$ cat config.mk
export PLATFORM = sky130hd
export DESIGN_NAME = scope_uart_framer
export DESIGN_NICKNAME = d
export VERILOG_FILES = /design/src/rtl/scope_uart_pkg.sv /design/src/rtl/sample_fifo.sv /design/src/rtl/scope_uart_framer.sv
export SDC_FILE = /design/constraint.sdc
export NUM_CORES = 1
export LEC_CHECK = 0
export BUFFER_PORTS_ARGS = -buffer_cell sky130_fd_sc_hd__buf_2
export CAP_MARGIN = 30
export CORE_MARGIN = 2
export CORE_UTILIZATION = 50
export CTS_CLUSTER_DIAMETER = 50
export DETAILED_ROUTE_END_ITERATION = 10
export PLACE_DENSITY = 0.78
export SYNTH_ARGS = -nofsm -noshare
export SYNTH_HDL_FRONTEND = slang
export SYNTH_SLANG_ARGS = --single-unit
$ cat constraint.sdc
create_clock -name i_clk -period 2.57 [get_ports i_clk]
set_input_delay 0.514 -clock i_clk [delete_from_list [all_inputs] [get_ports i_clk]]
set_output_delay 0.514 -clock i_clk [all_outputs]
set_load 0.01 [all_outputs]
$ cat src/rtl/scope_uart_pkg.sv
// Shared framing constants and FSM encoding for the scope UART link.
// SCOPE_FRAMER_CHECKSUM_EN adds the CSUM state to the encoding.
package scope_uart_pkg;

  localparam logic [7:0] SYNC_BYTE = 8'hA5;
  localparam int         SEQ_WIDTH = 8;

  typedef enum logic [2:0] {
    ST_IDLE = 3'd0,
    ST_SYNC = 3'd1,
    ST_SEQ  = 3'd2,
    ST_HI   = 3'd3,
    ST_LO   = 3'd4
`ifdef SCOPE_FRAMER_CHECKSUM_EN
    , ST_CSUM = 3'd5
`endif
  } frame_state_e;

endpackage

$ cat src/rtl/sample_fifo.sv
// Single-clock sample FIFO with occupancy count; a push into a full FIFO
// is accepted only when a pop frees a slot in the same cycle.
module sample_fifo #(
  parameter int WIDTH = 12,
  parameter int DEPTH = 16
) (
  input  logic                     clk,
  input  logic                     rst,
  input  logic                     push,
  input  logic                     pop,
  input  logic [WIDTH-1:0]         wr_data,
  output logic [WIDTH-1:0]         rd_data,
  output logic                     full,
  output logic                     empty,
  output logic [$clog2(DEPTH):0]   count
);

  localparam int AW = $clog2(DEPTH);
  localparam int CW = AW + 1;

  logic [WIDTH-1:0] mem [DEPTH];
  logic [AW-1:0]    wr_ptr;
  logic [AW-1:0]    rd_ptr;
  logic             push_ok;
  logic             pop_ok;

  assign full    = (count == CW'(DEPTH));
  assign empty   = (count == '0);
  assign pop_ok  = pop && !empty;
  assign push_ok = push && (!full || pop_ok);
  assign rd_data = mem[rd_ptr];

  always_ff @(posedge clk) begin
    if (push_ok) mem[wr_ptr] <= wr_data;
  end

  always_ff @(posedge clk) begin
    if (rst) begin
      wr_ptr <= '0;
      rd_ptr <= '0;
      count  <= '0;
    end else begin
      if (push_ok) wr_ptr <= wr_ptr + AW'(1);
      if (pop_ok)  rd_ptr <= rd_ptr + AW'(1);
      case ({push_ok, pop_ok})
        2'b10:   count <= count + CW'(1);
        2'b01:   count <= count - CW'(1);
        default: count <= count;
      endcase
    end
  end

endmodule

$ cat src/rtl/scope_uart_framer.sv
// Frames buffered ADC samples into sync/seq/sample byte streams for uart_tx.
// Define SCOPE_FRAMER_CHECKSUM_EN to append a mod-256 checksum byte.
module scope_uart_framer
  import scope_uart_pkg::*;
#(
  parameter int SAMPLE_WIDTH      = 12,
  parameter int FIFO_DEPTH        = 16,
  parameter int SAMPLES_PER_FRAME = 8
) (
  input  logic                    i_clk,
  input  logic                    i_rst,
  input  logic [SAMPLE_WIDTH-1:0] i_sample,
  input  logic                    i_sample_valid,
  input  logic                    i_tx_done,
  output logic [7:0]              o_tx_data,
  output logic                    o_tx_data_valid,
  output logic                    o_busy,
  output logic                    o_overflow
);

  localparam int                CW        = $clog2(FIFO_DEPTH) + 1;
  localparam logic [CW-1:0]     FRAME_CNT = CW'(SAMPLES_PER_FRAME);
  localparam logic [7:0]        FRAME_N8  = 8'(SAMPLES_PER_FRAME);

  frame_state_e          state_q, state_d;
  logic                  sent_q;
  logic                  byte_done;
  logic                  last_sample;
  logic                  frame_done;
  logic                  fifo_pop;
  logic                  fifo_full;
  logic                  fifo_empty;
  logic [CW-1:0]         fifo_count;
  logic [SAMPLE_WIDTH-1:0] fifo_head;
  logic [7:0]            hi_byte;
  logic [7:0]            lo_q;
  logic [7:0]            byte_d;
  logic [7:0]            tx_data_q;
  logic [SEQ_WIDTH-1:0]  seq_q;
  logic [7:0]            sent_cnt_q;
`ifdef SCOPE_FRAMER_CHECKSUM_EN
  logic [7:0]            csum_q;
`endif

  sample_fifo #(
    .WIDTH (SAMPLE_WIDTH),
    .DEPTH (FIFO_DEPTH)
  ) u_fifo (
    .clk     (i_clk),
    .rst     (i_rst),
    .push    (i_sample_valid),
    .pop     (fifo_pop),
    .wr_data (i_sample),
    .rd_data (fifo_head),
    .full    (fifo_full),
    .empty   (fifo_empty),
    .count   (fifo_count)
  );

  assign hi_byte     = 8'(fifo_head[SAMPLE_WIDTH-1:8]);
  assign byte_done   = sent_q && i_tx_done;
  assign last_sample = (sent_cnt_q == FRAME_N8);
  assign frame_done  = byte_done && (state_d == ST_IDLE);
  assign fifo_pop    = o_tx_data_valid && (state_q == ST_HI) && !fifo_empty;

  // sent_q marks that this state's byte has been handed to uart_tx
  always_ff @(posedge i_clk) begin
    if (i_rst) begin
      state_q <= ST_IDLE;
      sent_q  <= 1'b0;
    end else begin
      state_q <= state_d;
      sent_q  <= (state_q != ST_IDLE) && (state_d == state_q);
    end
  end

  always_comb begin
    state_d = state_q;
    case (state_q)
      ST_IDLE: if (fifo_count >= FRAME_CNT) state_d = ST_SYNC;
      ST_SYNC: if (byte_done) state_d = ST_SEQ;
      ST_SEQ:  if (byte_done) state_d = ST_HI;
      ST_HI:   if (byte_done) state_d = ST_LO;
      ST_LO: begin
        if (byte_done) begin
          if (!last_sample) state_d = ST_HI;
`ifdef SCOPE_FRAMER_CHECKSUM_EN
          else              state_d = ST_CSUM;
`else
          else              state_d = ST_IDLE;
`endif
        end
      end
`ifdef SCOPE_FRAMER_CHECKSUM_EN
      ST_CSUM: if (byte_done) state_d = ST_IDLE;
`endif
      default: state_d = ST_IDLE;
    endcase
  end

  always_comb begin
    o_tx_data_valid = (state_q != ST_IDLE) && !sent_q;
    o_busy          = (state_q != ST_IDLE);
    byte_d          = tx_data_q;
    case (state_q)
      ST_SYNC: byte_d = SYNC_BYTE;
      ST_SEQ:  byte_d = seq_q;
      ST_HI:   byte_d = hi_byte;
      ST_LO:   byte_d = lo_q;
`ifdef SCOPE_FRAMER_CHECKSUM_EN
      ST_CSUM: byte_d = csum_q;
`endif
      default: byte_d = tx_data_q;
    endcase
    o_tx_data = o_tx_data_valid ? byte_d : tx_data_q;
  end

  always_ff @(posedge i_clk) begin
    if (i_rst) begin
      tx_data_q  <= 8'h00;
      lo_q       <= 8'h00;
      seq_q      <= '0;
      sent_cnt_q <= 8'h00;
      o_overflow <= 1'b0;
    end else begin
      if (o_tx_data_valid) tx_data_q <= byte_d;
      if (state_q == ST_SYNC) sent_cnt_q <= 8'h00;
      if (fifo_pop) begin
        lo_q       <= fifo_head[7:0];
        sent_cnt_q <= sent_cnt_q + 8'd1;
      end
      if (i_sample_valid && fifo_full && !fifo_pop) o_overflow <= 1'b1;
      if (frame_done) seq_q <= seq_q + SEQ_WIDTH'(1);
    end
  end

`ifdef SCOPE_FRAMER_CHECKSUM_EN
  // sync byte is excluded from the running sum
  always_ff @(posedge i_clk) begin
    if (i_rst) begin
      csum_q <= 8'h00;
    end else if (state_q == ST_SYNC) begin
      csum_q <= 8'h00;
    end else if (o_tx_data_valid && (state_q != ST_CSUM)) begin
      csum_q <= csum_q + byte_d;
    end
  end
`endif

endmodule

======== Word-level counts from Yosys, hierarchy flattened ========
Memory sizes are Yosys's and may differ from the RTL's. A register that Yosys moved wholly into a read port is not among the register bits.
Cells that the tools add are included.
operators by class
  equality and inequality tests ........... 9
  multiplexer cells ....................... 16
  $add $sub $neg .......................... 6
  $lt $le $gt $ge ......................... 1
  reduce and logical (&&, ||, !) cells .... 21
operators by type and width
  kind                                                                                 number
  8-bit case mux with 4 select lines                                                   1
  8-bit two-way mux                                                                    3
  8-bit by 1-bit adder with 8-bit output, second input constant                        2
  3-bit two-way mux                                                                    5
  3-bit case mux with 5 select lines                                                   1
  1-bit logical AND                                                                    10
  5-bit case mux with 2 select lines                                                   1
  4-bit by 1-bit adder with 4-bit output, second input constant                        2
  8-bit by 4-bit equality test with 1-bit output, second input constant                1
  4-bit two-way mux                                                                    2
  3-bit by 2-bit equality test with 1-bit output, second input constant                2
  3-bit zero test                                                                      2
  5-bit by 1-bit adder with 5-bit output, second input constant                        1
  5-bit equality test, second input constant                                           1
  5-bit by 4-bit greater-or-equal comparator with 1-bit output, second input constant  1
  5-bit zero test                                                                      1
  5-bit by 1-bit subtractor with 5-bit output, second input constant                   1
  1-bit zero test                                                                      4
  2-bit nonzero test                                                                   2
  3-bit by 1-bit equality test with 1-bit output, second input constant                1
  3-bit equality test                                                                  1
  3-bit equality test, second input constant                                           1
  3-bit nonzero test                                                                   1
  2-bit by 1-bit equality test with 1-bit output, second input constant                1
  4 further kinds                                                                      5
storage, ports and cells
  output and inout bits ................... 11
  register bits after elaboration ......... 50
  memories ................................ 1
  logic and storage cells ................. 64
  RAM bits ................................ 192
  input bits .............................. 16
memories
  memory      depth  width  read ports  clocked after memory_dff  wr ports  line               RTL
  u_fifo.mem  16     12     1           1                         1         sample_fifo.sv:21  logic [WIDTH-1:0] mem [DEPTH];

======== Depth between registers and ports, before layout ========
Gate-level depths: netlist (run 1).
  word-level depth ........................ 9
  mapped depth ............................ 11
  mapped depth without buffers ............ 10

======== Hierarchy ========
From an unflattened synthesis (run 1), not the netlist that was laid out.
second synthesis, totals
  cells, all modules ...................... 663
  area total of the unflattened synthesis .. 10214.8 sq um
modules (own cells, without submodules)
  module             cells an instance  instances  seq. area each (sq um)  area an instance (sq um)
  sample_fifo        421                1          6105.9                  8240.4
  scope_uart_framer  242                1          740.7                   1974.4

======== Worst setup path before layout (run 1) ========
OpenSTA, ideal clock, no wires.
  path type ............................... register to register
  start ................................... reg u_fifo.count[3]
  end ..................................... reg u_fifo.count[4]
  cell stages (with the launch flop) ...... 10
  path buffers ............................ 0
  setup slack ............................. 51 ps
  arrival time ............................ 2396 ps
  period minus slack after synthesis ...... 2519 ps
  library setup time ...................... 123 ps
  data required time ...................... 2447 ps
  cells stage by stage .................... dfxtp_1 -> or4_4 -> o21ai_4 -> nor2_2 -> ha_1 -> nor2b_1 -> o21ai_0 -> a21oi_1 -> a32oi_1 -> mux2_1
on the way
  cells in the longest elaborated chain, start to end .. 8
  elaborated cells between the ends (all ways) .. 14
  classes of those cells .................. add/sub: 2; eq/ne: 3; mux: 1; reduce/logical: 8
ends and longest elaborated chain
  item                                                                                          line                                        RTL
  start, declared                                                                               sample_fifo.sv:15                           output logic [$clog2(DEPTH):0] count
  start signal, assigned                                                                        sample_fifo.sv:46                           2'b10: count <= count + CW'(1);
  start signal, assigned                                                                        sample_fifo.sv:47                           2'b01: count <= count - CW'(1);
  start signal, assigned                                                                        sample_fifo.sv:48                           default: count <= count;
  5-bit zero test                                                                               sample_fifo.sv:28                           assign empty = (count == '0);
  1-bit zero test                                                                               sample_fifo.sv:29, scope_uart_framer.sv:64
  1-bit logical AND                                                                             scope_uart_framer.sv:64                     assign fifo_pop = o_tx_data_valid && (state_q == ST_HI) && !fifo_empty;
  1-bit logical AND                                                                             sample_fifo.sv:29                           assign pop_ok = pop && !empty;
  1-bit logical OR                                                                              sample_fifo.sv:30                           assign push_ok = push && (!full || pop_ok);
  1-bit logical AND                                                                             sample_fifo.sv:30
  2-bit by 1-bit equality test with 1-bit output / 2-bit equality test (equally long branches)  sample_fifo.sv:45                           case ({push_ok, pop_ok})
  5-bit case mux with 2 select lines / 2-bit nonzero test (equally long branches)               n/a
Several ways; a longest one is shown, not always the timed one.
A chain may end at the register's enable or synchronous reset.

==> metrics.cfg, run 1 <==
[global_routing]
grt_pass1_vias = 6257
grt_first_pass_wirelength_mm = 35.4
track_usage_pct = 21.3
antenna_found_initial = 2
overflow = 0
grt_max_degree = 35

[synth]
synth_cells = 660
syn_area_um2 = 10200
synthArstFlopShare_pct = 0
yosysSeqAreaShare_pct = 66.8
yosys-top-cells-area = edfxtp_1, dfxtp_1, mux4_2
synth_cell_types = 63
yosysTopAreaCellShare_pct = 56.3
synth_edf_count = 192
yosysWarnings = 0
synth_top_cell_by_area = edfxtp_1
postSynthAreaPerCell_um2 = 15.5
ys_ff_latch = 246
synth_nets = 688
ys.flop_type = edfxtp_1

[sta]
worst_slew_pin_slew_ns = 0.936
maxSlewHeadroom_pct = 37.6
fin_skew_ns = 0.0196
fin_ws_ns = -0.216
rsz0062_at_grt = yes
fmax_mhz = 359
fin_crit_sh_pct = 108
fin_tns_setup_ns = -0.681
period_needed_ns = 2.79
hold_violations = 0
finalSetupViolCount = 4
slew_viol_final = 0

[pwr]
intPower_mw = 6.51
seqPwrFrac_pct = 52.5
finalPower_mw = 8.32
p_per_area_nw_per_um2 = 696
vdd_drop_max_uv = 512
p_sw_mw = 1.81
power.share.clock_pct = 41.6
combPwrFrac_pct = 5.9
switching_share_pct = 21.8
p_leak_nw = 3.94

[worst_setup_path]
critPathRequiredTime_ns = 2.06
startpoint_type = flip-flop
crit_fanout = 6
worstSetupPathType = flip-flop to primary output
cp.arrival_ns = 2.27
worstSetupEndpointType = primary output

[route]
postRouteAntennaNets = 0
drc = 0
dr.pass1.iters = 7
drt_iter0_drc = 479
routed_wl_mm = 22.9
post_drt_via_cell_ratio = 5.99
avgRoutedWirePerCell_um = 22.7
num_vias = 6054

[cells_and_area]
seqCellArea_um2 = 6860
mostFrequentLayoutCell = edfxtp_1
layout_common_cells = edfxtp_1, nor2_1, dfxtp_1, mux4_2, a21oi_1
multi_input_comb_area_um2 = 3240
layout-drive-gt1-share_pct = 27.7
fin_nets = 752
syn_to_final_growth_pct = 16.8
num-fill-cells = 1444
postLayoutCellArea_um2 = 12000

[die]
coreArea_um2 = 20200
dieArea_um2 = 21600
die_h_um = 147
io_pins = 27
start_util_pct = 50.8
die_w_um = 147
row_count = 52

[flow_run]
drv_cap = 0

[clock_tree]
cts_buffer_depth = 3
htree_levels = 1
postCtsHoldBufs = 0
cts_inserted_buffers = 26
clkSinkCount = 246
clk_latency_ns = 0.54
path_clk_slew_ns = 0.06
cts_tree = built
cts-root-buf = clkbuf_16

[placement]
place_congestion = 0.843
dp_hpwl_mm = 13.6
io_buffers = 26
place_area_um2 = 10800

[run_status]
violations = setup timing
status = finished, violations left

[hold_path]
worstHoldPathType = primary input to flip-flop

## power by group through the flow
stage          logic [mW]  clock network [mW]  registers [mW]
2_1_floorplan       0.264                   0            4.44
6_report            0.491                3.46            4.37
4_1_cts             0.472                3.50            4.37
3_5_place_dp        0.423                   0            4.45
3_3_place_gp        0.397                   0            4.44
5_1_grt             0.531                3.65            4.37
## cells in the mapped netlist, types with 4 or more instances
master	count
a21oi_1	37
a22oi_1	22
a2bb2oi_1	8
and2_1	10
buf_1	4
buf_2	15
clkbuf_1	16
dfxtp_1	54
edfxtp_1	192
ha_1	11
inv_1	17
mux2_2	4
mux2i_1	18
mux4_1	7
mux4_2	39
nand2_1	27
nand2b_1	5
nand3_1	9
nand4_1	4
nor2_1	50
nor2b_1	12
nor3_1	7
nor4_1	7
o21ai_0	10
o22ai_1	8
or2_2	5
xnor2_1	11
xor2_1	4
## critical path, cell delays in order, from the launching register on
cell and delay, ns:
dfxtp_4 0.38, buf_12 0.15, mux2i_1 0.12, mux4_2 0.50, mux2i_4 0.18, nand2_2 0.10
a22oi_2 0.15, buf_2 0.16
## final timing paths
check,cells past startpoint,from,to,slack (ns)
setup reg to reg,9,u_fifo.count[2]$_SDFFE_PP0P_,u_fifo.count[4]$_SDFFE_PP0P_,0.09
hold / removal,1,i_sample[11],u_fifo.mem[6][11]$_DFFE_PP_,0.35
setup / recovery,7,flip-flop,o_tx_data[2],-0.22
hold reg to reg,2,tx_data_q[2]$_SDFF_PP0_,tx_data_q[2]$_SDFF_PP0_,0.52
## metal layers
layer / vias to the layer above / share of wire [%] / GRT usage, %
li1: 2688 / - / -
met1: 3037 / 39 / 27.0
met2: 262 / 51 / 37.1
met3: 65 / 7.1 / 4.01
met4: 2 / 3.3 / 7.36
met5: - / 0.048 / 0
## per-stage QoR
step | hold slack (ns) | std cells | setup slack, ns | util (%)
finish | 0.347 | 1010 | -0.216 | 59.3
global route | 0.351 | 1009 | -0.262 | 59.3
CTS | 0.337 | 1002 | -0.252 | 58.9
detailed placement | 0.493 | 945 | -0.124 | 53.5
global placement | 0.470 | 945 | 0.0872 | 53.5
floorplan | 0.456 | 660 | 0.0508 | -
## final cells by class
| type | count | area share (%) |
|---|---|---|
| Sequential cell | 246 | 57.3 |
| Inverter | 17 | 0.565 |
| Antenna cell | 1 | 0.0209 |
| Clock buffer | 28 | 5.50 |
| Tap cell | 270 | 2.82 |
| Clock inverter | 15 | 1.09 |
| Timing Repair Buffer | 75 | 5.53 |
| Multi-Input combinational cell | 358 | 27.1 |
## state kept, by name, summed over array words and instances (netlist names), named ones only
| name | count |
|---|---|
| u_fifo.rd_ptr | 4 |
| sent_q | 1 |
| o_overflow | 1 |
| state_q | 3 |
| lo_q | 8 |
| u_fifo.wr_ptr | 4 |
| sent_cnt_q | 8 |
| u_fifo.mem | 192 |
| u_fifo.count | 5 |
| seq_q | 8 |
| tx_data_q | 8 |
## cell families (layout without fill, tap and decap cells)
group / Yosys count / in the layout / share of synthesized area, %
compound gates: 107 / 107 / 7.20
xor+xnor: 15 / 15 / 1.28
fa+ha+maj: 12 / 12 / 1.54
buf+inv: 56 / 135 / 2.66
flops: 246 / 246 / 66.8
mux: 70 / 70 / 12.8
other cells: 0 / 1 / 0
simple gates: 154 / 154 / 7.66
## repair_timing
item / in CTS / in global routing
resized for setup: 35 / 15
setup buffers: 10 / 8
gates cloned: 4 / 0
pin swaps: 3 / 6
hold endpoints to repair: 0 / 0
setup endpoints to repair: 9 / 8
Power figures use the tool's default switching activity.
==> run 2: changes to the inputs <==
--- a/config.mk
+++ b/config.mk
@@ -11,7 +11,7 @@
 export CORE_UTILIZATION = 50
 export CTS_CLUSTER_DIAMETER = 50
 export DETAILED_ROUTE_END_ITERATION = 10
-export PLACE_DENSITY = 0.78
+export PLACE_DENSITY = 0.65
 export SYNTH_ARGS = -nofsm -noshare
 export SYNTH_HDL_FRONTEND = slang
 export SYNTH_SLANG_ARGS = --single-unit
==> constraint.sdc (replaced) <==
create_clock -name i_clk -period 2.8 [get_ports i_clk]
set_input_delay 0.56 -clock i_clk [delete_from_list [all_inputs] [get_ports i_clk]]
set_output_delay 0.56 -clock i_clk [all_outputs]
set_load 0.01 [all_outputs]
==> run 2 against run 1 <==
Net effect:
- setup slack better by 0.17 ns
- register-to-register slack improved by 0.12 ns
- die area unchanged
- sequential power fell by 8.5%
- utilization shrank 1.1 points
- critical path type unchanged
- routed wire length down 6.2%
- the run still ends with setup timing left
- highest routed layer is now met4
- cell area fell by 1.9%
==> metrics.cfg, run 2 (synthesis results as in run 1) <==
[global_routing]
overflow = 0
grt_max_degree = 38
track_usage_pct = 20.3
grt_first_pass_wirelength_mm = 33.5
grt_pass1_vias = 5911
antenna_found_initial = 1

[sta]
period_needed_ns = 2.85
fin_ws_ns = -0.0481
slew_viol_final = 0
fin_hold_ws_ns = 0.372
fin_skew_ns = 0.0300
finalSetupViolCount = 2
worst_slew_pin_slew_ns = 0.904
rsz0062_at_grt = yes
maxSlewHeadroom_pct = 39.8
fin_crit_sh_pct = 102
hold_violations = 0
fin_tns_setup_ns = -0.0592
fmax_mhz = 351

[flow_run]
drv_cap = 0

[route]
post_drt_via_cell_ratio = 5.85
drc = 0
postRouteAntennaNets = 0
drt_iter0_drc = 418
avgRoutedWirePerCell_um = 21.6
dr.pass1.iters = 5
routed_wl_mm = 21.5
num_vias = 5829

[run_status]
violations = setup timing
status = finished, violations left

[die]
die_w_um = 147
coreArea_um2 = 20200
io_pins = 27
start_util_pct = 50.8
row_count = 52
dieArea_um2 = 21600
die_h_um = 147

[worst_setup_path]
crit_fanout = 7
r2r_cells = 9
r2r-end = u_fifo.count[4]$_SDFFE_PP0P_
cp.arrival_ns = 2.29
ff2ff_setup_slack_ns = 0.21
critPathRequiredTime_ns = 2.24
r2r_start = u_fifo.count[3]$_SDFFE_PP0P_
endpoint = o_tx_data[2]
startpoint_type = flip-flop
worstSetupPathType = flip-flop to primary output
worstSetupEndpointType = primary output

[clock_tree]
clk_latency_ns = 0.56
cts-root-buf = clkbuf_16
path_clk_slew_ns = 0.07
cts_buffer_depth = 3
postCtsHoldBufs = 0
cts_tree = built
clkSinkCount = 246
htree_levels = 1
cts_inserted_buffers = 27

[cells_and_area]
layout-drive-gt1-share_pct = 25.0
fin_nets = 732
postLayoutCellArea_um2 = 11700
largest_reg_flops = 192
syn_to_final_growth_pct = 14.6
mostFrequentLayoutCell = edfxtp_1
layout_common_cells = edfxtp_1, nor2_1, dfxtp_1, mux4_2, a21oi_1
largest_register = u_fifo.mem

[placement]
place_area_um2 = 10700
dp_hpwl_mm = 13.2
preCtsSetupSlack_ns = 0.243
place_congestion = 0.857
io_buffers = 26

[pwr]
vdd_drop_max_uv = 546
p_leak_nw = 3.85
p_per_area_nw_per_um2 = 671

[hold_path]
worstHoldPathType = primary input to flip-flop

[run 2: cell count changes in the layout (fill, tap and decap cells not counted), sizes merged]
cell,delta
clkbuf,+2
bufinv,+1
inv,+2
clkinv,+2
buf,-19
bufbuf,-2
[run 2: cell type report]
class / instances / area (µm²)
fill: 1603 / 8430
sequential: 246 / 6860
multi-input combinational: 358 / 3210
clock buffer: 30 / 687
timing repair buffer: 54 / 368
tap: 270 / 338
clock inverter: 20 / 204
inverter: 17 / 63.8
antenna: 1 / 2.50
[run 2: timing repair]
item / in CTS / in global routing
pin swaps: 1 / 1
setup buffers: 0 / 1
cloned: 1 / 0
resized for setup: 20 / 8
endpoints found under the setup margin: 6 / 5
[run 2: how the worst min path moves through the flow]
stage / cells past startpoint / slack [ns] / endpoint / from
6_report: 1 / 0.37 / u_fifo.mem[6][5]$_DFFE_PP_ / i_sample[5]
5_1_grt: 1 / 0.38 / u_fifo.mem[5][5]$_DFFE_PP_ / i_sample[5]
4_1_cts: 1 / 0.36 / u_fifo.mem[6][5]$_DFFE_PP_ / i_sample[5]
3_5_place_dp: 2 / 0.49 / tx_data_q[0]$_SDFF_PP0_ / tx_data_q[0]$_SDFF_PP0_
3_3_place_gp: 2 / 0.46 / o_overflow$_SDFFE_PP0P_ / o_overflow$_SDFFE_PP0P_
2_1_floorplan: 2 / 0.46 / lo_q[5]$_SDFFE_PP0P_ / lo_q[5]$_SDFFE_PP0P_
[run 2: through the flow]
step,power [mW],std cells,util (%)
after floorplan,4.32,660,-
after global placement,4.45,943,53.2
after detailed placement,4.47,943,53.2
after CTS,7.94,994,58.0
after global routing,8.14,995,58.2
final,7.88,996,58.2
[run 2: power breakdown]
group / leakage [nW] / internal, mW / switching, mW
sequential: 2.17 / 3.98 / 0.0265
clock: 0.425 / 1.99 / 1.48
combinational: 1.25 / 0.160 / 0.239
total: 3.85 / 6.13 / 1.75
[run 2: worst max-delay path, stage by stage, from the launching register on]
cell and delay [ns]:
dfxtp_4 0.37, buf_8 0.14, mux2i_1 0.11, mux4_2 0.51
mux2i_4 0.21, nand2_2 0.10, a22oi_2 0.14, buf_2 0.16
[run 2: metal layers]
| layer | vias up | GRT usage [%] | part of all wire [%] | wire [µm] |
|---|---|---|---|---|
| li1 | 2653 | - | - | - |
| met4 | 0 | 6.59 | 3.0 | 635 |
| met2 | 188 | 34.0 | 50 | 10700 |
| met3 | 44 | 3.42 | 6.1 | 1310 |
| met5 | - | 0 | 0 | 0 |
| met1 | 2944 | 27.6 | 41 | 8900 |
